[config.mk]
export PLATFORM = sky130hd
export DESIGN_NAME = timer_apb_regs
export DESIGN_NICKNAME = d
export VERILOG_FILES = /design/src/rtl/timer_apb_regs.sv
export SDC_FILE = /design/constraint.sdc
export NUM_CORES = 1
export LEC_CHECK = 0
export ABC_AREA = 1
export BUFFER_PORTS_ARGS = -buffer_cell sky130_fd_sc_hd__buf_2
export CAP_MARGIN = 20
export CORE_MARGIN = 5
export CORE_UTILIZATION = 25
export DETAILED_ROUTE_END_ITERATION = 10
export PLACE_DENSITY = 0.47
export SLEW_MARGIN = 20
export SYNTH_ARGS = -nofsm -noshare
export SYNTH_HDL_FRONTEND = slang
export SYNTH_SLANG_ARGS = --single-unit
[constraint.sdc]
create_clock -name pclk -period 1.45 [get_ports pclk]
set_input_delay 0.3625 -clock pclk [delete_from_list [all_inputs] [get_ports pclk]]
set_output_delay 0.3625 -clock pclk [all_outputs]
set_load 0.03 [all_outputs]
[src/rtl/timer_apb_regs.sv]
// timer_apb_regs: APB slave register block for the 8-bit timer.
// Decodes TDR (0x00), TCR (0x01) and TSR (0x02) and inserts WAIT_STATES
// wait cycles per access. It drives the timer configuration outputs and
// captures overflow/underflow pulses into sticky status flags.
//
// Ports:
//   pclk, presetn         APB clock, async active-low reset
//   psel, penable         APB select / access-phase strobe
//   pwrite, paddr, pwdata APB direction, address, write data
//   prdata, pready        read data (valid with pready), transfer done
//   pslverr               error response for addresses above 0x02
//   tdr                   counter load value
//   tcr_load, tcr_up_down TCR[7] load request, TCR[5] count direction
//   tcr_en, tcr_cks       TCR[4] enable, TCR[1:0] clock divider select
//   ovf_set, udf_set      single-cycle event pulses from the timer core
//   tmr_ovf, tmr_udf      TSR[1] / TSR[0] sticky flags

module timer_apb_regs #(
    parameter int WAIT_STATES = 0
) (
    input  logic       pclk,
    input  logic       presetn,
    input  logic       psel,
    input  logic       penable,
    input  logic       pwrite,
    input  logic [7:0] paddr,
    input  logic [7:0] pwdata,
    output logic [7:0] prdata,
    output logic       pready,
    output logic       pslverr,
    output logic [7:0] tdr,
    output logic       tcr_load,
    output logic       tcr_up_down,
    output logic       tcr_en,
    output logic [1:0] tcr_cks,
    input  logic       ovf_set,
    input  logic       udf_set,
    output logic       tmr_ovf,
    output logic       tmr_udf
);

    localparam logic [1:0] LP_WAIT = 2'(WAIT_STATES);
    localparam logic [7:0] LP_TCR_MASK = 8'b1011_0011;

    typedef enum logic [1:0] {
        S_IDLE,
        S_SETUP,
        S_ACCESS
    } state_t;

    state_t     r_state;
    state_t     w_next;
    logic [1:0] r_wait;
    logic [1:0] w_wait_next;

    logic [7:0] r_tdr;
    logic [7:0] r_tcr;
    logic       r_ovf;
    logic       r_udf;

    logic       w_access;
    logic       w_done;
    logic       w_addr_ok;
    logic       w_wr;
    logic       w_tsr_wr;
    logic [7:0] w_rdata;

    // The state register lags the bus by one cycle: SETUP means the
    // previous cycle was a setup phase, so an access cycle is recognised
    // from the live psel/penable while the FSM is in SETUP or ACCESS.
    assign w_access  = psel & penable & (r_state != S_IDLE);
    assign w_done    = w_access & (r_wait == 2'd0);
    assign w_addr_ok = (paddr <= 8'h02);
    assign w_wr      = w_done & pwrite & w_addr_ok;
    assign w_tsr_wr  = w_wr & (paddr == 8'h02);

    always_ff @(posedge pclk or negedge presetn) begin
        if (!presetn) begin
            r_state <= S_IDLE;
            r_wait  <= 2'd0;
        end else begin
            r_state <= w_next;
            r_wait  <= w_wait_next;
        end
    end

    always_comb begin
        w_next      = r_state;
        w_wait_next = r_wait;
        case (r_state)
            S_IDLE: begin
                if (psel && !penable) begin
                    w_next      = S_SETUP;
                    w_wait_next = LP_WAIT;
                end
            end
            S_SETUP, S_ACCESS: begin
                if (!psel) begin
                    // psel dropped before completion: abort
                    w_next      = S_IDLE;
                    w_wait_next = 2'd0;
                end else if (!penable) begin
                    w_next      = S_SETUP;
                    w_wait_next = LP_WAIT;
                end else if (w_done) begin
                    w_next = S_IDLE;
                end else begin
                    w_next      = S_ACCESS;
                    w_wait_next = r_wait - 2'd1;
                end
            end
            default: begin
                w_next      = S_IDLE;
                w_wait_next = 2'd0;
            end
        endcase
    end

    always_comb begin
        w_rdata = 8'h00;
        case (paddr)
            8'h00:   w_rdata = r_tdr;
            8'h01:   w_rdata = r_tcr;
            8'h02:   w_rdata = {6'b0, r_ovf, r_udf};
            default: w_rdata = 8'h00;
        endcase
    end

    always_ff @(posedge pclk or negedge presetn) begin
        if (!presetn) begin
            r_tdr <= 8'h00;
            r_tcr <= 8'h00;
        end else if (w_wr) begin
            if (paddr == 8'h00) begin
                r_tdr <= pwdata;
            end
            if (paddr == 8'h01) begin
                r_tcr <= pwdata & LP_TCR_MASK;
            end
        end
    end

    // Software writes 0 to clear; a same-cycle hardware set wins.
    always_ff @(posedge pclk or negedge presetn) begin
        if (!presetn) begin
            r_ovf <= 1'b0;
            r_udf <= 1'b0;
        end else begin
            r_ovf <= ovf_set | (r_ovf & ~(w_tsr_wr & ~pwdata[1]));
            r_udf <= udf_set | (r_udf & ~(w_tsr_wr & ~pwdata[0]));
        end
    end

    assign pready      = w_done;
    assign pslverr     = w_done & ~w_addr_ok;
    assign prdata      = w_done ? w_rdata : 8'h00;

    assign tdr         = r_tdr;
    assign tcr_load    = r_tcr[7];
    assign tcr_up_down = r_tcr[5];
    assign tcr_en      = r_tcr[4];
    assign tcr_cks     = r_tcr[1:0];
    assign tmr_ovf     = r_ovf;
    assign tmr_udf     = r_udf;

endmodule

==> results of run 1 <==
==> logic make-up (layout without fill, tap and decap cells) <==
kind of cell / Yosys count / count (layout) / synth area share, %
AOI/OAI and AO/OA: 11 / 11 / 5.54
adders and majority gates: 3 / 3 / 3.14
buffers and inverters: 24 / 94 / 9.21
DFF: 19 / 19 / 39.7
and+or+nand+nor: 99 / 100 / 42.4
==> power by group <==
| group | total (mW) | internal (mW) | switching, mW |
|---|---|---|---|
| Combinational | 1.02 | 0.508 | 0.511 |
| Clock | 0.360 | 0.191 | 0.170 |
| Sequential | 0.617 | 0.581 | 0.0357 |
==> worst max-delay path, cell delays in order, from the launching register on <==
cell,delay [ps]
dfrtp_1,370
inv_2,60
ha_4,160
inv_4,50
nand2_4,50
nor2_8,110
inv_4,60
nor2_4,130
nand2_1,80
inv_2,60
buf_6,120
==> state kept, by name, summed over array words and instances (netlist names) <==
register	count
tmr_ovf	1
r_state	2
tmr_udf	1
r_tcr	5
tdr	8
r_wait	2
==> per-layer routing <==
metal / global-route usage, % / up-vias / share of wire, %
li1: - / 632 / -
met1: 14.6 / 567 / 47
met2: 18.4 / 29 / 47
met3: 1.36 / 4 / 4.2
met4: 5.33 / 0 / 1.9
met5: 0 / - / 0
==> cells in the mapped netlist, drive strengths merged, types with 2 or more instances <==
library cell and count:
nand2 59, inv 21, dfrtp 19, nand3 19
nor2 18, o21ai 9, ha 3, buf 2
==> path summary, 6_finish.rpt <==
kind / endpoint / from
max: prdata[5] / r_state[0]
min: r_tcr[5] / presetn
max reg2reg: tdr[7] / r_state[0]
min reg2reg: r_wait[1] / r_wait[1]
max in group asynchronous: tdr[7] / presetn
min in group pclk: tmr_ovf / ovf_set
==> repair_timing <==
item,4_1_cts,5_1_grt
endpoints found under the setup margin,25,28
buffers inserted,2,3
gates cloned,1,0
pin swaps,23,6
resized for setup,54,9
==> metrics by stage <==
stage          instance area [sq um]  worst slack, ps  cells
6_report                        1980             -423    281
5_1_grt                         1980             -513    281
4_1_cts                         1920             -465    278
3_5_place_dp                    1660             -391    271
3_3_place_gp                    1660             -404    271
2_1_floorplan                   1240             -228    156
==> area by class of cell <==
cell class | instances | share of cell area [%]
multi-input cells | 114 | 40.1
repair buffers | 68 | 25.1
flip-flops and latches | 19 | 24.1
inverters | 22 | 5.06
well taps | 54 | 3.42
clock buffers | 3 | 2.09
clock inverters | 1 | 0.253
==> metrics.md, run 1 <==
| Metric | Value |
|---|---|
| Die area | 6270 sq um |
| Sequential area share after synthesis | 39.7% |
| WP data arrival | 1510 ps |
| # DRC | 0 |
| Worst-path clk slew | 70 ps |
| Tmin final | 1870 ps |
| Clock Sinks | 19 |
| Grt ovf | 0 |
| Routed WL per cell | roughly 12 um |
| Worst R2R Path Depth | 13 |
| Port Buffers | 47 |
| Synth Cell Area | 1200 sq um |
| Max Freq | ~0.53 GHz |
| Area grow syn2layout | 65.3% |
| Avg Synthesized Cell Area | 7.67 sq um |
| Yosys top cell by area | dfrtp_1 |
| Initial Util | 25.5% |
| Worst vdd ir | 0.400 mV |
| Root Driver | clkbuf_8 |
| Most common cell after layout, fill and taps aside | nand2_1 |
| EDFF count, synth | 0 |
| WL final | 3320 um |
| Overall Power | 2.00 mW |
| Die Y | 79.2 um |
| CTS tree | done |
| Final #Nets | 254 |
| Share of synthesized registers carrying an async set or reset | 100% |
| Worst setup margin | -423 ps |
| Vias in the first global route | 1225 |
| Clock Path Buffers | 2 |
| Crit Path Category | register to primary output |
| Final clock skew | 4.82 ps |
| Leak pwr | 1.04 nW |
| Top FF cell, synth | dfrtp_1 |
| Remaining antenna violation count | 0 |
| Final Cycle Share | 129% |
| Vias | between 1000 and 1500 |
| Synth area leaders | dfrtp_1 40%, nand2_1 15%, nand3_1 7.9%, inv_1 6.0%, nor2_4 5.6% |
| Drt first pass iters | 4 |
| Setup Total Neg Slack | -6100 ps |
| Fillers | between 400 and 500 |
| FP Rows | 25 |
| Share of cells above drive strength 1 | 57.7% |
| Post-Syn Nets | 182 |
| Post-cts hold buffer count | 0 |
| Total CTS buffers | 3 |
| Slew Limit Fails | 0 |
| Reg2Reg Setup Slack | -210 ps |
| Status | finished, violations left |
| Placer Congestion | 0.765 |
| Synthesis Warnings | 0 |
| GRT Resource Usage Total | 11.2% |
| Min-Delay Path Class | primary input to async pin |
| Startpoint Class | register |
| Iter 0 DRT Violations | 30 |
| Core ar. | approximately 4700 sq um |
| Worst-Margin Slew | 430 ps |
| Seq cells post-synth | 19 |
| Final hold vios | 0 |
| Core Util, Final | 42.1% |
| Failing checks | negative setup slack |
| Crit. End Element | primary output |
| Mean number of vias per cell | 4.38 |
| Mapped Cells | 156 |
| RSZ-0062 raised after global routing | true |
| Multi-input logic area | 792 sq um |
| CP required | 1090 ps |
| Number of library cell types mapped by synthesis | 20 |
| Dpl hpwl | 2650 um |
| # diodes | 0 |
| Register area | 475 sq um |
| # Max-Cap Violations | 0 |
| Hold WS | a little under 40 ps |
| First-pass GRT wire length | 5620 um |
| Clk_lat worst skew | 250 ps |
| Pwr Density | 1010 nW/um^2 |
| H-Tree Depth | 1 |
| Initial antenna violation count | 0 |
| Largest net degree at the start of global routing | 20 |
| Worst-path fanout max | 5 |
| Die W | about 79 um |
| Setup Viol. Count Final | 28 |
| Most frequent cells in the layout | 41 x nand2_1, 37 x buf_2, 19 x dfrtp_1, 16 x buf_4 |
| Number of top-level pins | 48 |
| Post-synth top area share | 39.7% |
| Relative slew slack | 71.3% |
(Power assumes the default switching activity.)
==> inputs of run 2 (changes only) <==
- SETUP_SLACK_MARGIN: not set -> 0.2
==> run 2 against run 1 <==
Cell count is 3.2% higher. Die area is the same. Clock skew fell by 2.4 ps. Count of clock-buffer cells in the layout did not move. Global-route usage increased by 0.25 points. Critical path depth shrank 1. Non-clock buffer count increased by 9. Cell area rose by 7.3%. Maximum frequency is 0.16% lower. The flow still finishes with violations (negative setup slack). Via count is 4.1% higher. Sequential share of layout area shrank 1.6 points.
==> metrics.md, run 2 (synthesis gave the netlist of run 1 again) <==
| Metric | Value |
|---|---|
| Final Cycle Share | 129% (+0.20 points) |
| Area grow syn2layout | 77.4% |
| Leak pwr | 1.07 nW (+3.0%) |
| Non-filler cells, final | 290 (+3.2%) |
| Root Driver | clkbuf_8 |
| Most common cell after layout, fill and taps aside | nand2_1 |
| Status | finished, violations left |
| Worst-Margin Slew | 455 ps (+24.3 ps) |
| FP Rows | 25 (unchanged) |
| Startpoint Class | register |
| Failing checks | negative setup slack |
| Post-cts hold buffer count | 0 (unchanged) |
| WL final | 3500 um (+5.5%) |
| M2 GR Usage | 19.4% (+1.0 points) |
| Drt first pass iters | 4 (unchanged) |
| # diodes | 0 (unchanged) |
| Worst setup margin | -426 ps (-2.91 ps) |
| Routed WL per cell | 12.1 um (+2.2%) |
| Buf/Inv on CP | 6 (+1) |
| Placer Congestion | 0.718 (-6.1%) |
| Slew Limit Fails | 0 (unchanged) |
| Register area | 477 sq um (+0.26%) |
| Relative slew slack | 69.7% (-1.6 points) |
| Largest net degree at the start of global routing | 20 (unchanged) |
| # Max-Cap Violations | 0 (unchanged) |
| Overall Power | 2.00 mW (+0.11%) |
| Setup Viol. Count Final | 28 (unchanged) |
| Met3 usage | 2.04% (+0.68 points) |
| Fillers | 490 (-0.41%) |
| Multi-input logic area | 820 sq um (+3.5%) |
| GRT Resource Usage Total | 11.5% (+0.25 points) |
| CP required | 1090 ps (about the same) |
| Core ar. | 4690 sq um (unchanged) |
| RSZ-0062 raised after global routing | true |
| WP data arrival | 1510 ps (about the same) |
| Core Util, Final | 45.2% (+3.1 points) |
| Clk_lat worst skew | 260 ps (about the same) |
| Dpl hpwl | 2710 um (+2.3%) |
| Tmin final | 1880 ps (+2.91 ps) |
| Number of top-level pins | 48 (unchanged) |
| H-Tree Depth | 1 (unchanged) |
| Vias | 1282 (+4.1%) |
| Final clock skew | 2.38 ps (-2.44 ps) |
| Remaining antenna violation count | 0 (unchanged) |
| Vias in the first global route | 1222 (-0.24%) |
| Finished Cell Area | 2120 sq um (+7.3%) |
| Place WS | -341 ps (+50.3 ps) |
| Worst vdd ir | 0.326 mV (-19%) |
| Initial Util | 25.5% (unchanged) |
| Max Freq | 0.533 GHz (-0.16%) |
| CP top delay family | buffers and inverters |
| Clock Path Buffers | 2 (unchanged) |
| Largest register FFs | 8 (unchanged) |
| Crit. End Element | primary output |
| Clock Sinks | 19 (unchanged) |
| Die W | 79.2 um (unchanged) |
| Most frequent cells in the layout | 38 x nand2_1, 29 x buf_4, 22 x buf_2, 21 x buf_6, 18 x dfrtp_1 |
| Crit Path Category | register to primary output |
| Total CTS buffers | 3 (unchanged) |
| Share of cells above drive strength 1 | 62.7% (+5.0 points) |
| First-pass GRT wire length | 5660 um (+0.73%) |
| # DRC | 0 (unchanged) |
| Reg2Reg Setup Slack | -310 ps (-100 ps) |
| Final #Nets | 263 (+3.5%) |
| Initial antenna violation count | 0 (unchanged) |
| Worst-path fanout max | 3 (-2) |
| Die area | 6270 sq um (unchanged) |
| Worst-path cell chain | inv_2 > ha_4 > inv_2 > nand2_4 > nor2_8 > buf_4 > buf_4 > buf_6 > buf_6 |
| Iter 0 DRT Violations | 34 (+13%) |
| Hold WS | 35.5 ps (-4.04 ps) |
| Grt ovf | 0 (unchanged) |
| Final hold vios | 0 (unchanged) |
| Die Y | 79.2 um (unchanged) |
| Pwr Density | 942 nW/um^2 (-6.7%) |
| CP max-delay cell | dfrtp_1 |
| Min-Delay Path Class | primary input to async pin |
| Met1 Use GR | 14.6% (-0.041 points) |
| Post-Place Cells | 273 (+0.74%) |
| Placed Area | 1710 sq um (+3.1%) |
| Most Crowded Layer GR | met2 |
| CP max stage delay | 390 ps (+20 ps) |
| Setup Total Neg Slack | -8530 ps (-2430 ps) |
| CTS tree | done |
| Mean number of vias per cell | 4.42 (+0.83%) |
| Worst-path clk slew | 80 ps (about the same) |
| Port Buffers | 47 (unchanged) |
-- run 2: changes by cell type in the layout (fill, tap and decap cells not counted), sizes merged --
cell	delta
clkbuf	+4
buf	+5
-- run 2: power breakdown --
group | switching (mW) | internal [mW] | total (mW)
Sequential | 0.0357 | 0.580 | 0.616
Clock | 0.202 | 0.192 | 0.394
Combinational | 0.496 | 0.492 | 0.988
Total | 0.734 | 1.26 | 2.00
-- run 2: routing by layer --
layer,share of wire [%],vias up
met1,45,585
met4,1.7,0
met5,0,-
met2,49,32
li1,-,660
met3,4.0,5
-- run 2: area by class of cell --
type,count,share of cell area [%]
Sequential cell,19,22.5
Multi-Input combinational cell,114,38.6
Clock buffer,3,1.95
Clock inverter,1,0.236
Inverter,22,4.60
Timing Repair Buffer,77,29.0
Tap cell,54,3.18
-- run 2: repair_timing --
action / CTS / global route
resized for setup: 45 / 39
buffers inserted: 3 / 9
gates cloned: 1 / 0
endpoints found under the setup margin: 32 / 43
pin swaps: 9 / 12
-- run 2: final timing paths --
path,from,endpoint,cells after the start
max,r_state[0],pready,9
min reg2reg,r_wait[1],r_wait[1],2
min in group pclk,udf_set,tmr_udf,3
max reg2reg,r_state[0],tdr[6],14
min,presetn,tdr[0],1
max in group asynchronous,presetn,tdr[7],1
==> inputs of run 3 (changes only) <==
- CORE_MARGIN: 5 -> not set
- SLEW_MARGIN: 20 -> not set
==> run 3 against run 2 <==
The flow finishes with violations (design-rule violations, negative setup slack). Sequential power hardly changed. Sequential share of layout area increased by 1.1 points. Core utilization is 0.20 points lower. Non-clock buffer count shrank 1. Register-to-register slack improved by 190 ps. Cell count shrank 1.4%. Combinational power barely moved. Global-route usage grew 2.3 points. Highest routed layer unchanged.
==> metrics.md, run 3 (synthesis gave the netlist of run 1 again) <==
| Metric | Value |
|---|---|
| # Max-Cap Violations | 0 (unchanged) |
| Leak pwr | 1.05 nW (-1.5%) |
| Worst-path fanout max | 5 (+2) |
| H-Tree Depth | 1 (unchanged) |
| CTS tree | done |
| Final clock skew | 3.63 ps (+1.25 ps) |
| Final #Nets | 261 (-0.76%) |
| Die Y | 71.2 um (-10%) |
| Buf/Inv on CP | 5 (-1) |
| # diodes | 0 (unchanged) |
| Initial antenna violation count | 0 (unchanged) |
| Routed WL per cell | 11.5 um (-4.7%) |
| Dpl hpwl | 2530 um (-6.8%) |
| Overall Power | 2.00 mW (about the same) |
| Tmin final | 1900 ps (+25.0 ps) |
| Crit Path Category | register to primary output |
| CP max-delay cell | dfrtp_1 |
| Initial Util | 26.7% (+1.2 points) |
| Die W | 71.2 um (-10%) |
| RSZ-0062 raised after global routing | true |
| CP max stage delay | 360 ps (-30 ps) |
| Drt first pass iters | 9 (+5) |
| Startpoint Class | register |
| Min-Delay Path Class | primary input to async pin |
| Top Layer Used | met4 |
| Worst R2R Path Depth | 11 (-3) |
| Final Cycle Share | 131% (+1.7 points) |
| Reg2Reg Setup Slack | -120 ps (+190 ps) |
| Area grow syn2layout | 68.4% |
| Die area | 5070 sq um (-19%) |
| Post-Place Cells | 270 (-1.1%) |
| Met3 Wirelength | 155 um (+11%) |
| Root Driver | clkbuf_8 |
| Mean number of vias per cell | 4.37 (-1.2%) |
| Status | finished, violations left |
| Crit. Startpoint | r_state[1] |
| Wl on met1 | 1400 um (-11%) |
| Relative slew slack | 70.1% (+0.42 points) |
| WL final | 3290 um (-6.0%) |
| Remaining antenna violation count | 0 (unchanged) |
| Worst-path clk slew | 70 ps (about the same) |
| FP Rows | 24 (-4.0%) |
| Worst-Margin Slew | 448 ps (-6.34 ps) |
| Worst r2r dst | r_tcr[0] |
| Largest register FFs | 8 (unchanged) |
| Non-filler cells, final | 286 (-1.4%) |
| First-pass GRT wire length | 5440 um (-3.9%) |
| Clk_lat worst skew | 260 ps (about the same) |
| Critical path's most frequent cell | inv_2 |
| Slew Limit Fails | 0 (unchanged) |
| Port Buffers | 47 (unchanged) |
| Met2 wire len | 1680 um (-2.5%) |
| GRT Resource Usage Total | 13.8% (+2.3 points) |
| Most common cell after layout, fill and taps aside | nand2_1 |
| WP data arrival | 1540 ps (+30 ps) |
| CP top delay family | simple AND/OR/NAND/NOR gates |
| Number of top-level pins | 48 (unchanged) |
| Fillers | 458 (-6.5%) |
| Vias in the first global route | 1173 (-4.0%) |
| Core Util, Final | 45.0% (-0.20 points) |
| Grt ovf | 0 (unchanged) |
| Largest net degree at the start of global routing | 20 (unchanged) |
| Worst setup margin | -451 ps (-25.0 ps) |
| Pwr Density | 991 nW/um^2 (+5.3%) |
| Placer Congestion | 0.771 (+7.5%) |
| Vias | 1249 (-2.6%) |
| Setup Viol. Count Final | 28 (unchanged) |
| Clock Sinks | 19 (unchanged) |
| Crit. End Element | primary output |
| Total CTS buffers | 3 (unchanged) |
| Final hold vios | 0 (unchanged) |
| Most frequent cells in the layout | 38 x nand2_1, 29 x buf_2, 28 x buf_4, 19 x dfrtp_1 |
| Failing checks | design-rule violations, negative setup slack |
| Worst-path cell chain | inv_2 > ha_4 > inv_2 > nand2_4 > nor2_8 > inv_4 > nor2_4 > nand2_1 > inv_2 > buf_6 |
| # DRC | 4 (+4) |
| CP required | 1090 ps (about the same) |
| Max Freq | 0.526 GHz (-1.3%) |
| Worst vdd ir | 0.570 mV (+75%) |
| Share of cells above drive strength 1 | 58.1% (-4.6 points) |
| Iter 0 DRT Violations | 54 (+59%) |
| Clock Path Buffers | 2 (unchanged) |
| Post-cts hold buffer count | 0 (unchanged) |
| Worst r2r src | r_state[1] |
| Core ar. | 4470 sq um (-4.6%) |
[run 3: cell count changes in the layout (fill, tap and decap cells not counted), sizes merged]
cell,change
clkinv,-1
nand2,-1
clkbuf,-2
buf,+2
[run 3: power by group]
| part | leakage (nW) | switching, mW | internal (mW) |
|---|---|---|---|
| logic | 0.775 | 0.491 | 0.511 |
| clock network | 0.0228 | 0.185 | 0.196 |
| registers | 0.253 | 0.0340 | 0.581 |
| total | 1.05 | 0.710 | 1.29 |
[run 3: repair_timing]
item | in CTS | in global routing
endpoints found under the setup margin | 31 | 35
pin swaps | 7 | 2
buffers inserted | 7 | 5
gates resized for setup | 40 | 18
hold endpoints to repair | 0 | 0
[run 3: area by class of cell]
class / instances / area, sq um / area share (%)
Sequential cell: 19 / 475 / 23.6
Timing Repair Buffer: 76 / 574 / 28.5
Tap cell: 52 / 65.1 / 3.23
Multi-Input combinational cell: 113 / 757 / 37.6
Clock buffer: 4 / 45.0 / 2.24
Inverter: 22 / 97.6 / 4.84
[run 3: per-stage QoR]
stage | instance area [sq um] | setup TNS (ps) | worst slack (ps) | hold WS (ps)
2_1_floorplan | 1280 | -1810 | -228 | 66.9
3_3_place_gp | 1680 | -4310 | -347 | 341
3_5_place_dp | 1680 | -4440 | -346 | 340
4_1_cts | 1930 | -5880 | -487 | 55.2
5_1_grt | 2010 | -8290 | -565 | 71.2
6_report | 2010 | -5820 | -451 | 37.4
[run 3: layer usage]
layer | track usage, % | vias to the layer above
met3 | 2.99 | 4
met2 | 23.8 | 25
met4 | 4.67 | 0
li1 | - | 642
met1 | 16.9 | 578
met5 | 0 | -
[run 3: worst max-delay path by stage]
stage                     cells past startpoint  slack [ps]        end
after CTS                                    10        -490  prdata[0]
after global placement                        9        -350  prdata[0]
after detailed placement                      9        -350  prdata[1]
final                                        10        -450  prdata[7]
after floorplan                               7        -230    pslverr
after global routing                         10        -570  prdata[7]
